## config.mk

```make
export PLATFORM = sky130hd
export DESIGN_NAME = query_weight_replay_buffer
export DESIGN_NICKNAME = d
export VERILOG_FILES = /design/src/rtl/query_weight_replay_buffer.sv
export SDC_FILE = /design/constraint.sdc
export NUM_CORES = 1
export LEC_CHECK = 0
export ABC_AREA = 1
export CORE_MARGIN = 3
export CORE_UTILIZATION = 25
export DETAILED_ROUTE_END_ITERATION = 10
export HOLD_SLACK_MARGIN = 0.15
export SLEW_MARGIN = 30
export SYNTH_ARGS = -nofsm -noshare
export SYNTH_HDL_FRONTEND = slang
export SYNTH_SLANG_ARGS = --single-unit
```

## constraint.sdc

```tcl
create_clock -name clk -period 3 [get_ports clk]
set_input_delay 0.75 -clock clk [delete_from_list [all_inputs] [get_ports clk]]
set_output_delay 0.75 -clock clk [all_outputs]
set_load 0.01 [all_outputs]
```

## src/rtl/query_weight_replay_buffer.sv

```systemverilog
// Captures one weight matrix while forwarding it cut-through, then replays it
// REPEAT-1 more times so the upstream weight source is read once per matrix.
module query_weight_replay_buffer #(
    parameter int DATA_WIDTH = 16,
    parameter int LANES      = 1,
    parameter int DEPTH      = 32,
    parameter int REPEAT     = 4
) (
    input  logic                  clk,
    input  logic                  rst,
    input  logic [DATA_WIDTH-1:0] data_in [LANES-1:0],
    input  logic                  data_in_valid,
    output logic                  data_in_ready,
    output logic [DATA_WIDTH-1:0] data_out [LANES-1:0],
    output logic                  data_out_valid,
    input  logic                  data_out_ready,
    output logic                  data_out_last,
    output logic                  replaying
);

    localparam int PTR_W  = $clog2(DEPTH) + 1;
    localparam int CNT_W  = $clog2(REPEAT) + 1;
    localparam int ADDR_W = (DEPTH > 1) ? $clog2(DEPTH) : 1;
    localparam int WORD_W = LANES * DATA_WIDTH;

    localparam logic [PTR_W-1:0] LAST_PTR  = PTR_W'(DEPTH - 1);
    localparam logic [CNT_W-1:0] LAST_PASS = CNT_W'(REPEAT - 1);

    typedef enum logic {
        LOAD,
        REPLAY
    } state_t;

    state_t            state_reg;
    logic [PTR_W-1:0]  ptr_reg;
    logic [CNT_W-1:0]  pass_cnt_reg;

    logic [WORD_W-1:0] mem [DEPTH];
    logic [WORD_W-1:0] in_word;
    logic [WORD_W-1:0] rd_word;
    logic [WORD_W-1:0] out_word;

    logic is_last;
    logic load_fire;
    logic replay_fire;

    // Lanes are flattened into one memory word so a block is a single entry.
    generate
        for (genvar gi = 0; gi < LANES; gi++) begin : g_lane
            assign in_word[gi*DATA_WIDTH +: DATA_WIDTH] = data_in[gi];
            assign data_out[gi] = out_word[gi*DATA_WIDTH +: DATA_WIDTH];
        end
    endgenerate

    assign rd_word     = mem[ptr_reg[ADDR_W-1:0]];
    assign out_word    = (state_reg == REPLAY) ? rd_word : in_word;
    assign is_last     = (ptr_reg == LAST_PTR);
    assign load_fire   = !rst && (state_reg == LOAD) && data_in_valid && data_out_ready;
    assign replay_fire = !rst && (state_reg == REPLAY) && data_out_ready;

    always_comb begin
        data_out_valid = 1'b0;
        data_in_ready  = 1'b0;
        data_out_last  = 1'b0;
        replaying      = 1'b0;
        if (!rst) begin
            case (state_reg)
                LOAD: begin
                    data_out_valid = data_in_valid;
                    data_in_ready  = data_out_ready;
                    data_out_last  = data_in_valid && is_last;
                end
                REPLAY: begin
                    data_out_valid = 1'b1;
                    data_out_last  = is_last;
                    replaying      = 1'b1;
                end
                default: ;
            endcase
        end
    end

    // Contents survive reset; the next load overwrites any partial matrix.
    always_ff @(posedge clk) begin
        if (load_fire) begin
            mem[ptr_reg[ADDR_W-1:0]] <= in_word;
        end
    end

    always_ff @(posedge clk) begin
        if (rst) begin
            state_reg    <= LOAD;
            ptr_reg      <= '0;
            pass_cnt_reg <= '0;
        end else begin
            case (state_reg)
                LOAD: begin
                    if (load_fire) begin
                        if (is_last) begin
                            ptr_reg <= '0;
                            if (REPEAT > 1) begin
                                pass_cnt_reg <= CNT_W'(1);
                                state_reg    <= REPLAY;
                            end
                        end else begin
                            ptr_reg <= ptr_reg + 1'b1;
                        end
                    end
                end
                REPLAY: begin
                    if (replay_fire) begin
                        if (is_last) begin
                            ptr_reg <= '0;
                            if (pass_cnt_reg == LAST_PASS) begin
                                pass_cnt_reg <= '0;
                                state_reg    <= LOAD;
                            end else begin
                                pass_cnt_reg <= pass_cnt_reg + 1'b1;
                            end
                        end else begin
                            ptr_reg <= ptr_reg + 1'b1;
                        end
                    end
                end
                default: state_reg <= LOAD;
            endcase
        end
    end

endmodule

```

# Word level (Yosys, flattened, before mapping)
# Memory sizes are Yosys's and may differ from the RTL's. A register that Yosys moved wholly into a read port is not among the register bits.
# Cells that the tools add are included.
# totals
regBits,10
mem_bits_rw,512
in_bits,20
output_inout_bits,20
word_cells,51
n_memories,1
# op_classes
add_sub_neg,2
n_eq_ne,6
n_mux,29
bitwise,1
n_reduce_logical,9
# memory_table
memory,depth,width,rd,rd_ports_with_merged_regs,write_ports,line,source
mem,32,16,1,1,1,38,logic [WORD_W-1:0] mem [DEPTH];
# ops
op,n
$mux 6,3
$mux 16,1
$mux 3,5
$mux 1,13
$pmux 6 s2,1
$mux 5,2
$add 6x1->6 const B,1
$eq 6x5->1 const B,1
$logic_and 1x1->1,6
$pmux 1 s2,3
$pmux 3 s2,1
$ne 2x1->1 const B,2
$ne 2x2->1 const B,2
$reduce_and 4->1,1
$add 3x1->3 const B,1
$eq 3x2->1 const B,1
$reduce_and 2->1,1
$logic_not 1->1,1
$not 1->1,1

# Logic depth before layout (Yosys ltp)
# logic_depth
ltp_word,8
depth_mapped,12
depth_no_buf,9

# Worst setup path after synthesis
# OpenSTA, ideal clock, no wires.
# synth_path
path_kind,input to register
startpoint,input rst
endpoint,memory mem[0][0] (netlist bit) (enable)
arrival_time_ns,2.229
required_time_ns,2.612
slack_ns,0.383
stages,6
path_buffers,1
path_cell_list,buf_2 -> nor3_2 -> nand2_1 -> inv_2 -> nand2_1 -> nor2_1
# synth_between
elab_chain_len,6
# synth_rtl
item,line,source
start: declaration,10,"input logic rst,"
$logic_not 1->1,-,
$logic_and 1x1->1 (3 in series),58,assign load_fire = !rst && (state_reg == LOAD) && data_in_valid && data_out_ready;
$mux 1,85,if (load_fire) begin
$mux 1 (implied by the code),86,mem[ptr_reg[ADDR_W-1:0]] <= in_word;
end: declaration,38,
# No other way between the ends.

==> reports/metrics.yaml <==
initialDrtViolationCount: 1364
floorplan.initialDensity_pct: 25.3
sw_frac_of_total_pct: 23.2
max_cap_violations: 0
synth_nets: 1890
syn2layout_area_growth_pct: 30.0
p_int_mw: 12.1
timing.hold.worst_path_depth: 2
timing.hold.worst_endpoint: "pass_cnt_reg[2]"
final_area_um2: 28200
violations: "negative setup slack"
dp_worst_setup_slack_ns: -0.133
core_um2: 85500
sequential_cell_area_um2: 15700
footprint_of_the_multi_input_gates_um2: 6000
dp.cells: 3037
reg2regPathDepth: 7
combinationalPowerShare_pct: 9.9
route.final.wire_length_um: 64600
critPathKind: "flip-flop to primary output"
die_area_um2: 90200
dr.pass1.iters: 5
post-route-util_pct: 32.9
worst_r2r_endpoint: "mem[16][1]"
report.final.slew_viol_count: 0
grt_max_degree: 50
ioPinCount: 40
power.static_leakage_nw: 10.0
timing.final.crit_period_ns: 3.18
skew_ns: 0.0193
r2r-start: "state_reg"
clock_pin_slew_on_the_worst_setup_and_hold_paths_ns: 0.06
syn-mean-instance-area_um2: 11.6
synth_cell_types: 28
cp.required_ns: 2.25
worst_skew_pair.late_latency_ns: 0.61
grt_first_pass_wirelength_um: 94300
final_layout_size_suffix_gt1_share_pct: 22.6
tritoncts: "built"
floorplan.die.width_um: 300
worst-r2r-setup-slack_ns: 0.72
cts_sinks: 527
p_sw_mw: 3.66
timing.critical_path.slowest_stage_cell: "sky130_fd_sc_hd__dfxtp_4"
grt_setup_unrepaired: "yes"
worst_rel_slew_slack_pct: 58.0
timing_hold_violations_final: 0
final_worst_setup_slack_ns: -0.177
cp.arrival_ns: 2.43
cp_cell_sequence: "buf_4 > buf_12 > buf_12 > buf_12 > nand2_1 > nand3_1 > nand3_1 > nand2_1 > nand2_1 > nand3_2 > nand3_2 > nand2_2 > buf_6"
nFillCells: 8293
slew_at_the_pin_closest_to_its_max_slew_limit_ns: 0.629
root_buffer: "sky130_fd_sc_hd__clkbuf_16"
synthCells: 1865
yosys_warn_count: 0
final_net_count: 2038
outcome: "finished with violations"
syn_area_um2: 21700
number_of_flip_flops_in_the_largest_register: 512
routed_wire_length_per_instance_um: 20.2
ant_nets: 0
die-height_um: 300
hold_path_startpoint: "pass_cnt_reg[2]"
detail_route.vias_per_cell: 4.67
peakVddDrop_uv: 408
ys_seq_area_share_pct: 72.3
min_period_over_period_pct: 106
setup_total_negative_slack_ns: -1.96
final_number_of_setup_violating_endpoints: 16
pwr-share-clk_pct: 38.8
cpPeakStageDelay_ns: 0.36
first_global_vias: 14094
critical_path.startpoint_type: "flip-flop"
max_freq_mhz: 315
hold_class: "flip-flop to flip-flop"
stdcell_count: 3200
gp_congestion: 0.808
drc_errors: 0
htree_num_levels: 2
placement.cell_area_um2: 24300
detailed_place_hpwl_um: 34000
ys_seq_elements: 527
cts-buffers-inserted: 53
worst-path-max-fanout: 11
grt_util_all_layers_pct: 14.0
power_frac_seq_pct: 51.3
routed-via-count: 14943
power_density_of_the_placed_cells_nw_per_um2: 560
grt_antenna_before_repair: 2
crit_path_end_kind: "primary output"
place.port_buffers: 39
clk_path_buf_depth: 3
rows: 107
residual_overflow_from_global_routing: 0
timing repair:
action,4_1_cts,5_1_grt
gates cloned,27,8
setup buffers,30,2
resized for setup,279,80
pin swaps,90,62
setup endpoints to repair,17,17
hold buffers,0,0
cells in the mapped netlist:
master | n | area [um2]
sky130_fd_sc_hd__o22ai_1 | 2 | 12.5
sky130_fd_sc_hd__o21ai_0 | 11 | 55.1
sky130_fd_sc_hd__a21oi_1 | 6 | 30.0
sky130_fd_sc_hd__inv_1 | 20 | 75.1
sky130_fd_sc_hd__buf_6 | 24 | 270
sky130_fd_sc_hd__edfxtp_1 | 512 | 15400
sky130_fd_sc_hd__nand2_1 | 690 | 2590
sky130_fd_sc_hd__inv_2 | 3 | 11.3
sky130_fd_sc_hd__buf_12 | 1 | 20.0
sky130_fd_sc_hd__clkbuf_1 | 6 | 22.5
sky130_fd_sc_hd__nor2_2 | 1 | 6.26
sky130_fd_sc_hd__xor2_1 | 1 | 8.76
sky130_fd_sc_hd__a21oi_2 | 1 | 8.76
sky130_fd_sc_hd__ha_1 | 5 | 62.6
sky130_fd_sc_hd__nor2_1 | 41 | 154
sky130_fd_sc_hd__buf_8 | 1 | 15.0
sky130_fd_sc_hd__nor3_1 | 2 | 10.0
sky130_fd_sc_hd__dfxtp_1 | 15 | 300
sky130_fd_sc_hd__buf_2 | 57 | 285
sky130_fd_sc_hd__buf_1 | 14 | 52.6
sky130_fd_sc_hd__nand3_1 | 437 | 2190
sky130_fd_sc_hd__nor3_2 | 1 | 10.0
sky130_fd_sc_hd__nand2_2 | 1 | 6.26
sky130_fd_sc_hd__buf_4 | 9 | 67.6
sky130_fd_sc_hd__nand4_1 | 1 | 6.26
sky130_fd_sc_hd__a211oi_1 | 1 | 7.51
sky130_fd_sc_hd__o31ai_1 | 1 | 7.51
sky130_fd_sc_hd__inv_6 | 1 | 8.76
cell families (layout without fill, tap and decap cells):
kind of cell	Yosys count	in the layout	share of synthesized area [%]
flip-flops	527	527	72.3
XOR/XNOR	1	1	0.0404
adder cells (fa/ha/maj)	5	5	0.289
buffers and inverters	136	326	3.82
AO/OA/AOI/OAI	22	22	0.560
AND/OR/NAND/NOR	1174	1174	22.9
other	0	1	0
worst max-delay path, delay by kind of cell (launching register included):
kind | cells | cell delay (ns)
buffers and inverters | 5 | 0.68
DFF | 1 | 0.36
and+or+nand+nor | 8 | 0.77
cells in the final DEF, fill, tap and decap left out, drive strengths merged:
master / count
edfxtp: 512
dlymetal6s2s: 1
clkdlybuf4s50: 22
ha: 5
nand3: 437
o22ai: 2
nand4: 1
a21oi: 7
clkinvlp: 4
a211oi: 1
nand2: 691
o31ai: 1
buf: 172
diode: 1
dfxtp: 15
clkbuf: 77
o21ai: 11
inv: 24
nor2: 42
bufbuf: 2
clkinv: 23
xor2: 1
bufinv: 1
nor3: 3
final cells by class:
class / count / share of cell area (%)
antenna: 1 / 0.00888
clock buffer: 70 / 4.93
clock inverter: 27 / 0.657
inverter: 24 / 0.435
multi-input combinational: 1202 / 21.3
sequential: 527 / 55.7
tap: 1144 / 5.08
timing repair buffer: 204 / 11.8
timing repair inverter: 1 / 0.0711
worst max path at each step:
| stage | from | endpoint | slack (ns) |
|---|---|---|---|
| after floorplan | rst | mem[0][0] | 0.38 |
| after global placement | data_in[1] | data_out[1] | -0.14 |
| after detailed placement | data_in[1] | data_out[1] | -0.13 |
| after CTS | flip-flop | data_out[8] | -0.19 |
| after global routing | flip-flop | data_out[0] | -0.25 |
| final | flip-flop | data_out[0] | -0.18 |
layer usage:
layer	vias to the layer above	wire length, um	track usage (%)
li1	6849	-	-
met1	7396	28300	19.8
met2	593	30000	22.0
met3	105	4430	2.16
met4	0	1870	4.71
met5	-	0	0
per-stage QoR:
step	total power, mW	hold slack, ns
3_3_place_gp	9.28	0.433
5_1_grt	16.3	0.496
2_1_floorplan	8.85	0.417
3_5_place_dp	9.29	0.435
4_1_cts	15.8	0.447
6_report	15.8	0.445
power groups by stage:
stage                     clock network, mW  logic (mW)  registers (mW)
after floorplan                           0       0.601            8.25
after global placement                    0        1.04            8.25
after detailed placement                  0        1.04            8.25
after CTS                              6.21        1.47            8.09
after global routing                   6.51        1.67            8.09
final                                  6.12        1.56            8.09
Note: power is estimated with default switching activity, not from simulation.
